<file path="src/rtl/fetch_defs.sv">
// Shared definitions for the instruction-fetch sequencer: state encodings,
// datapath width and the default reset PC.
package fetch_defs;

  typedef enum logic [1:0] {
    FS_RUN   = 2'd0,
    FS_PAUSE = 2'd1,
    FS_FAULT = 2'd2
  } fetch_state_t;

  localparam int          INSTR_W          = 32;
  localparam int          ENTRY_W          = 2 * INSTR_W;
  localparam logic [31:0] DEFAULT_RESET_PC = 32'h0000_0000;

endpackage

</file>
<file path="src/rtl/fetch_fifo2.sv">
// Two-entry {pc, instr} FIFO. The head lives in its own register so the
// consumer-facing outputs come straight from flops.
module fetch_fifo2
  import fetch_defs::*;
(
  input  logic               i_clk,
  input  logic               i_reset,
  input  logic               i_flush,
  input  logic               i_push,
  input  logic               i_pop,
  input  logic [ENTRY_W-1:0] i_din,
  output logic [ENTRY_W-1:0] o_head,
  output logic [1:0]         o_count
);

  logic [ENTRY_W-1:0] r_head;
  logic [ENTRY_W-1:0] r_tail;
  logic [1:0]         r_count;

  always_ff @(posedge i_clk) begin
    if (i_reset) begin
      r_head  <= '0;
      r_tail  <= '0;
      r_count <= 2'd0;
    end else if (i_flush) begin
      r_count <= 2'd0;
    end else begin
      case ({i_push, i_pop})
        2'b10: begin
          if (r_count == 2'd0) begin
            r_head  <= i_din;
            r_count <= 2'd1;
          end else if (r_count == 2'd1) begin
            r_tail  <= i_din;
            r_count <= 2'd2;
          end
        end
        2'b01: begin
          if (r_count != 2'd0) begin
            r_head  <= r_tail;
            r_count <= r_count - 2'd1;
          end
        end
        2'b11: begin
          // Simultaneous push/pop keeps the occupancy unchanged.
          if (r_count == 2'd2) begin
            r_head <= r_tail;
            r_tail <= i_din;
          end else begin
            r_head <= i_din;
          end
        end
        default: ;
      endcase
    end
  end

  assign o_head  = r_head;
  assign o_count = r_count;

endmodule

</file>
<file path="src/rtl/fetch_sequencer.sv">
// Instruction-fetch controller: owns the PC, fetches from an async-read
// memory into a 2-entry buffer, and handles redirect, halt and fetch faults.
module fetch_sequencer
  import fetch_defs::*;
#(
  parameter logic [31:0] RESET_PC  = DEFAULT_RESET_PC,
  parameter int          MEM_WORDS = 1024
) (
  input  logic               clk,
  input  logic               reset,
  output logic [31:0]        imem_addr,
  input  logic [INSTR_W-1:0] imem_rdata,
  input  logic               redirect_valid,
  input  logic [31:0]        redirect_pc,
  input  logic               halt,
  output logic               out_valid,
  input  logic               out_ready,
  output logic [INSTR_W-1:0] out_instr,
  output logic [31:0]        out_pc,
  output logic               fault,
  output logic [31:0]        fault_pc,
  output logic [1:0]         dbg_state
);

  // Handshake: the head transfers on a rising edge where out_valid and
  // out_ready are both high; out_instr/out_pc hold while out_ready is low.

  fetch_state_t       r_state;
  fetch_state_t       w_state_nxt;
  logic [31:0]        r_pc;
  logic               r_fault;
  logic [31:0]        r_fault_pc;

  logic               w_legal;
  logic               w_deq;
  logic               w_slot;
  logic               w_enq;
  logic               w_fault_evt;
  logic [1:0]         w_count;
  logic [ENTRY_W-1:0] w_head;

  assign w_legal = (r_pc[1:0] == 2'b00) &&
                   ({2'b00, r_pc[31:2]} < 32'(MEM_WORDS));
  assign w_deq   = out_valid && out_ready;
  assign w_slot  = (w_count != 2'd2) || w_deq;

  always_ff @(posedge clk) begin
    if (reset) r_state <= FS_RUN;
    else       r_state <= w_state_nxt;
  end

  always_comb begin
    w_state_nxt = r_state;
    w_enq       = 1'b0;
    w_fault_evt = 1'b0;
    if (redirect_valid) begin
      w_state_nxt = halt ? FS_PAUSE : FS_RUN;
    end else begin
      case (r_state)
        FS_RUN: begin
          if (halt) begin
            w_state_nxt = FS_PAUSE;
          end else if (w_slot) begin
            if (w_legal) begin
              w_enq = 1'b1;
            end else begin
              w_fault_evt = 1'b1;
              w_state_nxt = FS_FAULT;
            end
          end
        end
        FS_PAUSE: if (!halt) w_state_nxt = FS_RUN;
        FS_FAULT: ;
        default:  w_state_nxt = FS_RUN;
      endcase
    end
  end

  always_ff @(posedge clk) begin
    if (reset) begin
      r_pc       <= RESET_PC;
      r_fault    <= 1'b0;
      r_fault_pc <= 32'h0;
    end else if (redirect_valid) begin
      r_pc    <= redirect_pc;
      r_fault <= 1'b0;
    end else begin
      if (w_enq) r_pc <= r_pc + 32'd4;
      if (w_fault_evt) begin
        r_fault    <= 1'b1;
        r_fault_pc <= r_pc;
      end
    end
  end

  fetch_fifo2 u_fifo (
    .i_clk   (clk),
    .i_reset (reset),
    .i_flush (redirect_valid),
    .i_push  (w_enq),
    .i_pop   (w_deq),
    .i_din   ({r_pc, imem_rdata}),
    .o_head  (w_head),
    .o_count (w_count)
  );

  assign imem_addr = {2'b00, r_pc[31:2]};
  assign out_valid = (w_count != 2'd0);
  assign out_pc    = w_head[ENTRY_W-1:INSTR_W];
  assign out_instr = w_head[INSTR_W-1:0];
  assign fault     = r_fault;
  assign fault_pc  = r_fault_pc;
  assign dbg_state = r_state;

endmodule

</file>
<file path="config.mk">
export PLATFORM = sky130hd
export DESIGN_NAME = fetch_sequencer
export DESIGN_NICKNAME = d
export VERILOG_FILES = /design/src/rtl/fetch_defs.sv /design/src/rtl/fetch_fifo2.sv /design/src/rtl/fetch_sequencer.sv
export SDC_FILE = /design/constraint.sdc
export NUM_CORES = 1
export LEC_CHECK = 0
export ABC_CLOCK_PERIOD_IN_PS = 3300
export CORE_MARGIN = 8
export CORE_UTILIZATION = 27
export DETAILED_ROUTE_END_ITERATION = 8
export SYNTH_ARGS = -nofsm -noshare
export SYNTH_HDL_FRONTEND = slang
export SYNTH_HIERARCHICAL = 1
export SYNTH_SLANG_ARGS = --single-unit
export TNS_END_PERCENT = 30
</file>
<file path="constraint.sdc">
create_clock -name clk -period 3.3 [get_ports clk]
set_clock_uncertainty 0.05 [all_clocks]
set_input_delay 0.66 -clock clk [delete_from_list [all_inputs] [get_ports clk]]
set_output_delay 0.66 -clock clk [all_outputs]
set_load 0.02 [all_outputs]
</file>
==> reports/metrics.cfg, run 1 <==
[worst_hold_path]
hold_end = fault_pc[29]
min_path_type = flip-flop to flip-flop
worstHoldPathCells = 2
worstHoldStart = fault_pc[29]

[setup_path]
worstPathRequired_ns = 3.61
cp_cell_sequence = clkdlybuf4s50_1 > nor3b_1 > or4_1 > nor4_1 > buf_4 > inv_2 > a211oi_4 > buf_12 > buf_12 > mux2i_1
crit_top_cell = buf_12
path_delay_family = buffers and inverters
cp_max_fo = 18
r2r-end = u_fifo/r_tail[3]
cp_num_buf_inv = 5
slowest_delay_ns = 0.51
worstSetupPathType = input pin to flip-flop
reg2reg_depth = 9
setup.worst_path.start_class = input pin
cp.arrival_ns = 3.13
crit_slowest_cell = clkdlybuf4s50_1
cp_num_cells = 10
reg2reg_slack_ns = 0.71
endpoint_kind = flip-flop
reg2reg_from = r_pc[20]

[clock_tree]
clk_latency_ns = 0.45
cts_sinks = 197
h-tree-depth = 4
cts_resized = 0
post_cts_buffers = 0
holdBufCountCts = 0
clockBufferDepth = 2
cts_tree = built
cts_root_buf = clkbuf_16
numCtsBuffers = 17
clkSlewWorstSetupHoldPaths_ns = 0.08

[sta]
tns_ns = 0
worst_slew_pin_slew_ns = 0.737
max_freq_mhz = 356
timing.final.crit_share_pct = 85.2
setup_violations = 0
period_minus_slack_ns = 2.81
drv_slew = 0
maxSlewHeadroom_pct = 50.9
rsz0062_at_grt = no
hold_viol = 0

[final_layout]
diodes = 0
synthToLayoutAreaGrowth_pct = 32.4
nFillCells = 3501
seqCellArea_um2 = 3940
stdcell_count = 1648
final_common_cell = dfxtp_1
fin_area_um2 = 12300
final_layout_size_suffix_gt1_share_pct = 8.80
multi_input_area_um2 = 4570
layout_common_cells = 197 x dfxtp_1, 196 x clkdlybuf4s50_1, 129 x nand2b_1
fin_nets = 1255

[drt]
drt_first_iter_violations = 561
vias = 7995
drc = 0
detail_route.wl_per_cell_um = 18.0
routed_wl_um = 29700
antenna_left = 0
avgViaCountPerCell = 4.85
dr.pass1.iters = 5

[synth]
ys_warn_count = 6
synthesis.instances = 1042
seq_area_frac_synth_pct = 42.5
synth_ff_type = dfxtp_1
postSynth.asyncResetShare_pct = 0
synth_area_um2 = 9270
yosysTopAreaCellShare_pct = 42.5
avgSynthCellArea_um2 = 8.90
ys_ff_latch = 197
synth_top_area_cell = dfxtp_1
synthTopCellsByArea = dfxtp_1 43%, mux2i_1 9.4%, nand2b_1 8.8%
post_synth_num_cell_types = 56
synth-edff-count = 0

[global_routing]
grt_remaining_overflow = 0
first_global_vias = 7934
grt_max_degree = 111
track_usage_pct = 14.3
antenna_found_initial = 0
grt_pass1_wl_um = 47200

[pwr]
powerDensity_nw_per_um2 = 419
vdd_drop_max_uv = 329
p_leak_nw = 3.88

[die]
fp.coreArea_um2 = 34200
die_w_um = 201
io_pins = 201
die_y_um = 201
start_util_pct = 27.1
die_area_um2 = 40500
row_count = 68

[placed_design]
dpl.cell_count = 1616
place_congestion = 0.749
dpl-instance-area_um2 = 11700
hpwl_um = 20400
numPortBuffers = 198

[job]
cap_violations = 0

[run_status]
status = finished, final reports clean

-- cells by family after synthesis --
group,after synthesis,synth area share (%)
xor+xnor,4,0.378
other cells,1,0.0404
buf+inv,144,8.39
fa+ha+maj,6,0.810
compound gates,283,19.3
flops,197,42.5
simple gates,319,19.0
mux,88,9.51
-- layer usage --
| metal | share of wire (%) | track usage, % |
|---|---|---|
| met5 | 0 | 0 |
| met4 | 0.75 | 2.74 |
| met3 | 8.2 | 5.50 |
| met2 | 45 | 22.7 |
| met1 | 46 | 18.3 |
-- tightest hold or removal path, stage by stage, from the launching register on --
cell,delay [ns]
dfxtp_1,0.31
nand2_1,0.05
a21oi_1,0.05
-- Yosys cell counts (10+ instances only) --
library cell / count
o211ai_1: 31
o21ai_0: 64
clkbuf_1: 78
dfxtp_1: 197
buf_4: 32
nand2_1: 75
a311oi_1: 64
buf_1: 10
nand3_1: 44
inv_1: 10
mux2i_1: 87
a21oi_1: 102
nand2b_1: 130
nor2_1: 35
-- flip-flops by register name, indices dropped and copies added, names as in the netlist --
name and flops:
u_fifo/o_head 64, u_fifo/r_tail 64, fault_pc 32, r_pc 32
dbg_state 2, u_fifo/o_count 2, fault 1
-- per-stage QoR --
| step | setup slack (ns) | hold WS, ns | utilization [%] | total power (W) |
|---|---|---|---|---|
| 2_1_floorplan | 0.237 | 0.399 | - | 0.00281 |
| 3_3_place_gp | 0.0179 | 0.393 | 34.1 | 0.00305 |
| 3_5_place_dp | 0.0180 | 0.397 | 34.1 | 0.00305 |
| 4_1_cts | 0.499 | 0.407 | 35.9 | 0.00525 |
| 5_1_grt | 0.368 | 0.422 | 35.9 | 0.00537 |
| 6_report | 0.489 | 0.404 | 35.9 | 0.00515 |
-- cell type report --
cell class	instances	share of cell area (%)
repair buffers	250	20.6
inverters	12	0.367
multi-input cells	702	37.2
clock buffers	17	3.47
well taps	455	4.64
clock inverters	15	1.55
flip-flops and latches	197	32.1
-- power breakdown --
group | internal (W) | switching [W] | leakage, nW | total, W
combinational | 0.000251 | 0.000271 | 1.98 | 0.000522
clock | 0.00104 | 0.00112 | 0.298 | 0.00216
sequential | 0.00241 | 0.0000568 | 1.59 | 0.00247
total | 0.00370 | 0.00144 | 3.88 | 0.00515
-- worst max path at each step --
stage / startpoint / end / slack, ns
floorplan: halt / u_fifo/o_head[27] / 0.24
global placement: out_ready / u_fifo/r_tail[56] / 0.02
detailed placement: out_ready / u_fifo/r_tail[54] / 0.02
CTS: out_ready / u_fifo/r_tail[3] / 0.50
global route: out_ready / u_fifo/r_tail[9] / 0.37
finish: out_ready / u_fifo/r_tail[3] / 0.49
No activity file was read; power rests on OpenSTA's default activity.
==> inputs of run 2 (changes only) <==
- CORE_MARGIN: 8 -> 3
- PLACE_DENSITY: unset -> 0.6
==> reports/metrics.cfg, run 2 (same netlist as run 1, synthesis figures left out) <==
[setup_path]
reg2reg_from = r_pc[12]
cp_cell_sequence = clkdlybuf4s50_1 > nor3b_1 > or4_1 > nor4_1 > buf_4 > inv_2 > a211oi_4 > buf_4 > buf_12 > mux2i_1
endpoint_kind = flip-flop
slowest_delay_ns = 0.52
setup.worst_path.start_class = input pin
cp_max_fo = 21
cp.arrival_ns = 3.07
crit_top_cell = buf_4
worstSetupPathType = input pin to flip-flop
r2r-end = u_fifo/r_tail[55]
reg2reg_depth = 9
path_delay_family = buffers and inverters
cp_num_buf_inv = 5
reg2reg_slack_ns = 0.75
crit_slowest_cell = clkdlybuf4s50_1
worstPathRequired_ns = 3.62

[global_routing]
first_global_vias = 7901
antenna_found_initial = 0
grt_pass1_wl_um = 45900
track_usage_pct = 15.9
grt_max_degree = 124
grt_remaining_overflow = 0

[final_layout]
stdcell_count = 1632
final_layout_size_suffix_gt1_share_pct = 8.11
layout_common_cells = 197 x dfxtp_1, 196 x clkdlybuf4s50_1, 129 x nand2b_1
fin_nets = 1246
synthToLayoutAreaGrowth_pct = 31.9
final_common_cell = dfxtp_1
diodes = 0

[drt]
vias = 8002
avgViaCountPerCell = 4.90
routed_wl_um = 29600
drc = 0
detail_route.wl_per_cell_um = 18.1
drt_first_iter_violations = 603
dr.pass1.iters = 5
antenna_left = 0

[pwr]
p_leak_nw = 3.85
power_frac_clock_pct = 42.8
swShare_pct = 28.7
powerDensity_nw_per_um2 = 427
p_seq_share_pct = 47.4
switchingPower_w = 0.00150
p_int_w = 0.00372
vdd_drop_max_uv = 357
power_frac_comb_pct = 9.8

[die]
fp.coreArea_um2 = 33700
die_area_um2 = 36600
row_count = 67
die_y_um = 191
start_util_pct = 27.5
die_w_um = 191
io_pins = 201

[placed_design]
hpwl_um = 19300
numPortBuffers = 198
place_congestion = 0.727
dpl.cell_count = 1600
dp_slack_ns = 0.0531

[run_status]
status = finished, final reports clean

[sta]
period_minus_slack_ns = 2.75
drv_slew = 0
timing.final.crit_share_pct = 83.4
worst_slack_ns = 0.549
worst_slew_pin_slew_ns = 0.800
setup_violations = 0
tns_ns = 0
max_freq_mhz = 364
rsz0062_at_grt = no
maxSlewHeadroom_pct = 46.6
hold_viol = 0

[job]
cap_violations = 0

[clock_tree]
post_cts_buffers = 0
clkSlewWorstSetupHoldPaths_ns = 0.09
cts_tree = built
h-tree-depth = 4
clockBufferDepth = 2
cts_sinks = 197
cts_resized = 0
numCtsBuffers = 17
holdBufCountCts = 0
cts_root_buf = clkbuf_16
clk_latency_ns = 0.45

[worst_hold_path]
min_path_type = flip-flop to flip-flop
worstHoldPathCells = 2
worstHoldStart = fault_pc[28]
hold_end = fault_pc[28]

[run 2: cell types whose count changed in the layout (fill, tap and decap cells not counted), sizes merged]
cell,delta
buf,-9
clkinv,-2
inv,+1
clkinvlp,+1
[run 2: area by class of cell]
cell class,instances,area [um^2]
Fill cell,3444,21500
Multi-Input combinational cell,702,4570
Sequential cell,197,3940
Timing Repair Buffer,241,2480
Tap cell,448,561
Clock buffer,17,425
Clock inverter,15,210
Inverter,12,45.0
[run 2: worst max-delay path by stage]
| stage | slack, ns | endpoint | start | cells past startpoint |
|---|---|---|---|---|
| after global routing | 0.40 | u_fifo/o_head[36] | out_ready | 9 |
| after floorplan | 0.24 | u_fifo/o_head[27] | halt | 7 |
| after detailed placement | 0.05 | u_fifo/r_tail[60] | out_ready | 10 |
| after CTS | 0.53 | u_fifo/r_tail[60] | out_ready | 10 |
| final | 0.55 | u_fifo/r_tail[55] | out_ready | 10 |
| after global placement | 0.10 | u_fifo/r_tail[44] | out_ready | 10 |
[run 2: worst register-to-register path, stage by stage (launching register included)]
cell and delay [ns]:
dfxtp_1 0.42, nor4_4 0.37, nand4_4 0.24, nor4_1 0.29
buf_4 0.21, inv_2 0.09, a211oi_4 0.22, buf_4 0.18
buf_12 0.20, mux2i_1 0.22
[run 2: metal layers]
layer  GRT usage, %  vias to the layer above  routed length [um]
li1               -                     3931                   -
met1           21.9                     3840               13900
met2           24.4                      220               13400
met3           4.99                       11                2060
met4           3.36                        0                 216
met5              0                        -                   0
[run 2: power groups by stage]
stage	sequential, W	clock, W	combinational, W
global placement	0.00254	0	0.000509
finish	0.00248	0.00224	0.000510
CTS	0.00248	0.00230	0.000515
detailed placement	0.00254	0	0.000513
floorplan	0.00253	0	0.000280
global route	0.00249	0.00239	0.000554
[run 2: through the flow]
stage                     area [um^2]  hold slack (ns)  util (%)  total power (W)
after CTS                       12200            0.408      36.3          0.00530
after global placement          11600            0.392      34.4          0.00304
final                           12200            0.407      36.3          0.00522
after detailed placement        11600            0.396      34.4          0.00305
after global routing            12200            0.430      36.3          0.00543
after floorplan                  9280            0.399         -          0.00281
==> inputs of run 3 (changes only) <==
- ABC_CLOCK_PERIOD_IN_PS: 3300 -> 2400
- PLACE_DENSITY: 0.6 -> 0.62
- clock period: 3.3 -> 2.4 ns (I/O delays scaled with it)
==> reports/metrics.cfg, run 3 (same netlist as run 1, synthesis figures left out) <==
[clock_tree]
cts_sinks = 197
h-tree-depth = 4
clk_latency_ns = 0.45
clockBufferDepth = 2
cts_tree = built
clkSlewWorstSetupHoldPaths_ns = 0.09
numCtsBuffers = 17
holdBufCountCts = 0
cts_root_buf = clkbuf_16

[placed_design]
hpwl_um = 20300
dp_slack_ns = -0.574
dpl.cell_count = 1643
place_congestion = 0.775
numPortBuffers = 198

[setup_path]
cp_cell_sequence = clkdlybuf4s50_1 > nor3b_2 > or4_4 > nor4_4 > buf_6 > inv_4 > a211oi_4 > buf_6 > buf_12 > mux2i_1
crit_slowest_cell = clkdlybuf4s50_1
worstPathRequired_ns = 2.72
path_delay_family = buffers and inverters
cp_num_buf_inv = 5
setup.worst_path.start_class = input pin
worstSetupPathType = input pin to flip-flop
cp.arrival_ns = 2.74
slowest_delay_ns = 0.49
cp_max_fo = 8
crit_top_cell = buf_6
endpoint_kind = flip-flop

[drt]
drt_first_iter_violations = 464
detail_route.wl_per_cell_um = 17.9
drc = 0
antenna_left = 0
dr.pass1.iters = 5
routed_wl_um = 30100
avgViaCountPerCell = 4.91
vias = 8268

[sta]
maxSlewHeadroom_pct = 63.7
worst_slack_ns = -0.0218
setup_violations = 8
rsz0062_at_grt = yes
max_freq_mhz = 413
period_minus_slack_ns = 2.42
timing.final.crit_share_pct = 101
tns_ns = -0.0744
hold_viol = 0
holdWs_ns = 0.348
worst_slew_pin_slew_ns = 0.545
drv_slew = 0

[pwr]
swShare_pct = 28.6
power_frac_clock_pct = 42.3
power_frac_comb_pct = 11.1
p_int_w = 0.00518
vdd_drop_max_uv = 465
powerDensity_nw_per_um2 = 566
p_leak_nw = 4.17
p_seq_share_pct = 46.5
switchingPower_w = 0.00207

[final_layout]
final_layout_size_suffix_gt1_share_pct = 12.8
utilization_pct = 38.0
fin_nets = 1298
layout_common_cells = 196 x dfxtp_1, 196 x clkdlybuf4s50_1, 129 x nand2b_1
stdcell_count = 1684
synthToLayoutAreaGrowth_pct = 38.1
diodes = 0

[die]
die_w_um = 191
io_pins = 201
die_area_um2 = 36600
row_count = 67
fp.coreArea_um2 = 33700
start_util_pct = 27.5
die_y_um = 191

[global_routing]
grt_max_degree = 97
grt_pass1_wl_um = 45900
grt_remaining_overflow = 0
antenna_found_initial = 0
track_usage_pct = 16.0
first_global_vias = 7879

[job]
cap_violations = 0

[worst_hold_path]
min_path_type = input pin to flip-flop

[run_status]
violations = negative setup slack
status = finished, violations left

## run 3: path summary, 6_finish.rpt
path / startpoint / to / slack (ns) / cells after the start
setup / recovery: out_ready / u_fifo/r_tail[18] / -0.02 / 10
hold / removal: reset / r_pc[14] / 0.35 / 2
setup reg to reg: r_pc[23] / u_fifo/r_tail[18] / 0.02 / 10
hold reg to reg: fault_pc[21] / fault_pc[21] / 0.41 / 2
## run 3: worst reg2reg max path: cells and delay by family (launching register included)
family | cells | cell delay, ns
AO/OA/AOI/OAI | 1 | 0.25
buffers and inverters | 5 | 0.77
flip-flops | 1 | 0.34
multiplexers | 1 | 0.20
AND/OR/NAND/NOR | 3 | 0.68
## run 3: per-layer routing
metal | wire length, um | vias to the layer above | global-route usage [%]
met3 | 2340 | 20 | 4.46
li1 | - | 4041 | -
met2 | 13900 | 258 | 25.4
met1 | 13500 | 3949 | 21.6
met4 | 395 | 0 | 3.92
met5 | 0 | - | 0
## run 3: what timing repair did
| item | CTS | global route |
|---|---|---|
| gates cloned | 1 | 2 |
| gates resized for setup | 13 | 12 |
| endpoints found under the setup margin | 127 | 128 |
| pin swaps | 0 | 28 |
| setup buffers | 2 | 4 |
## run 3: power groups by stage
stage	combinational (W)	sequential, W	clock (W)
floorplan	0.000389	0.00348	0
global placement	0.000792	0.00345	0
detailed placement	0.000795	0.00345	0
CTS	0.000808	0.00337	0.00318
global route	0.000873	0.00338	0.00330
finish	0.000808	0.00337	0.00307
## run 3: final cells by class
| type | count | area (um^2) |
|---|---|---|
| inverters | 12 | 47.5 |
| flip-flops and latches | 197 | 3950 |
| clock inverters | 15 | 213 |
| repair buffers | 293 | 2960 |
| fillers | 3390 | 20900 |
| well taps | 448 | 561 |
| clock buffers | 17 | 425 |
| multi-input cells | 702 | 4650 |
## run 3: through the flow
step | total power [W] | area [um^2]
floorplan | 0.00387 | 9310
global placement | 0.00424 | 12000
detailed placement | 0.00424 | 12000
CTS | 0.00736 | 12700
global route | 0.00755 | 12800
finish | 0.00725 | 12800
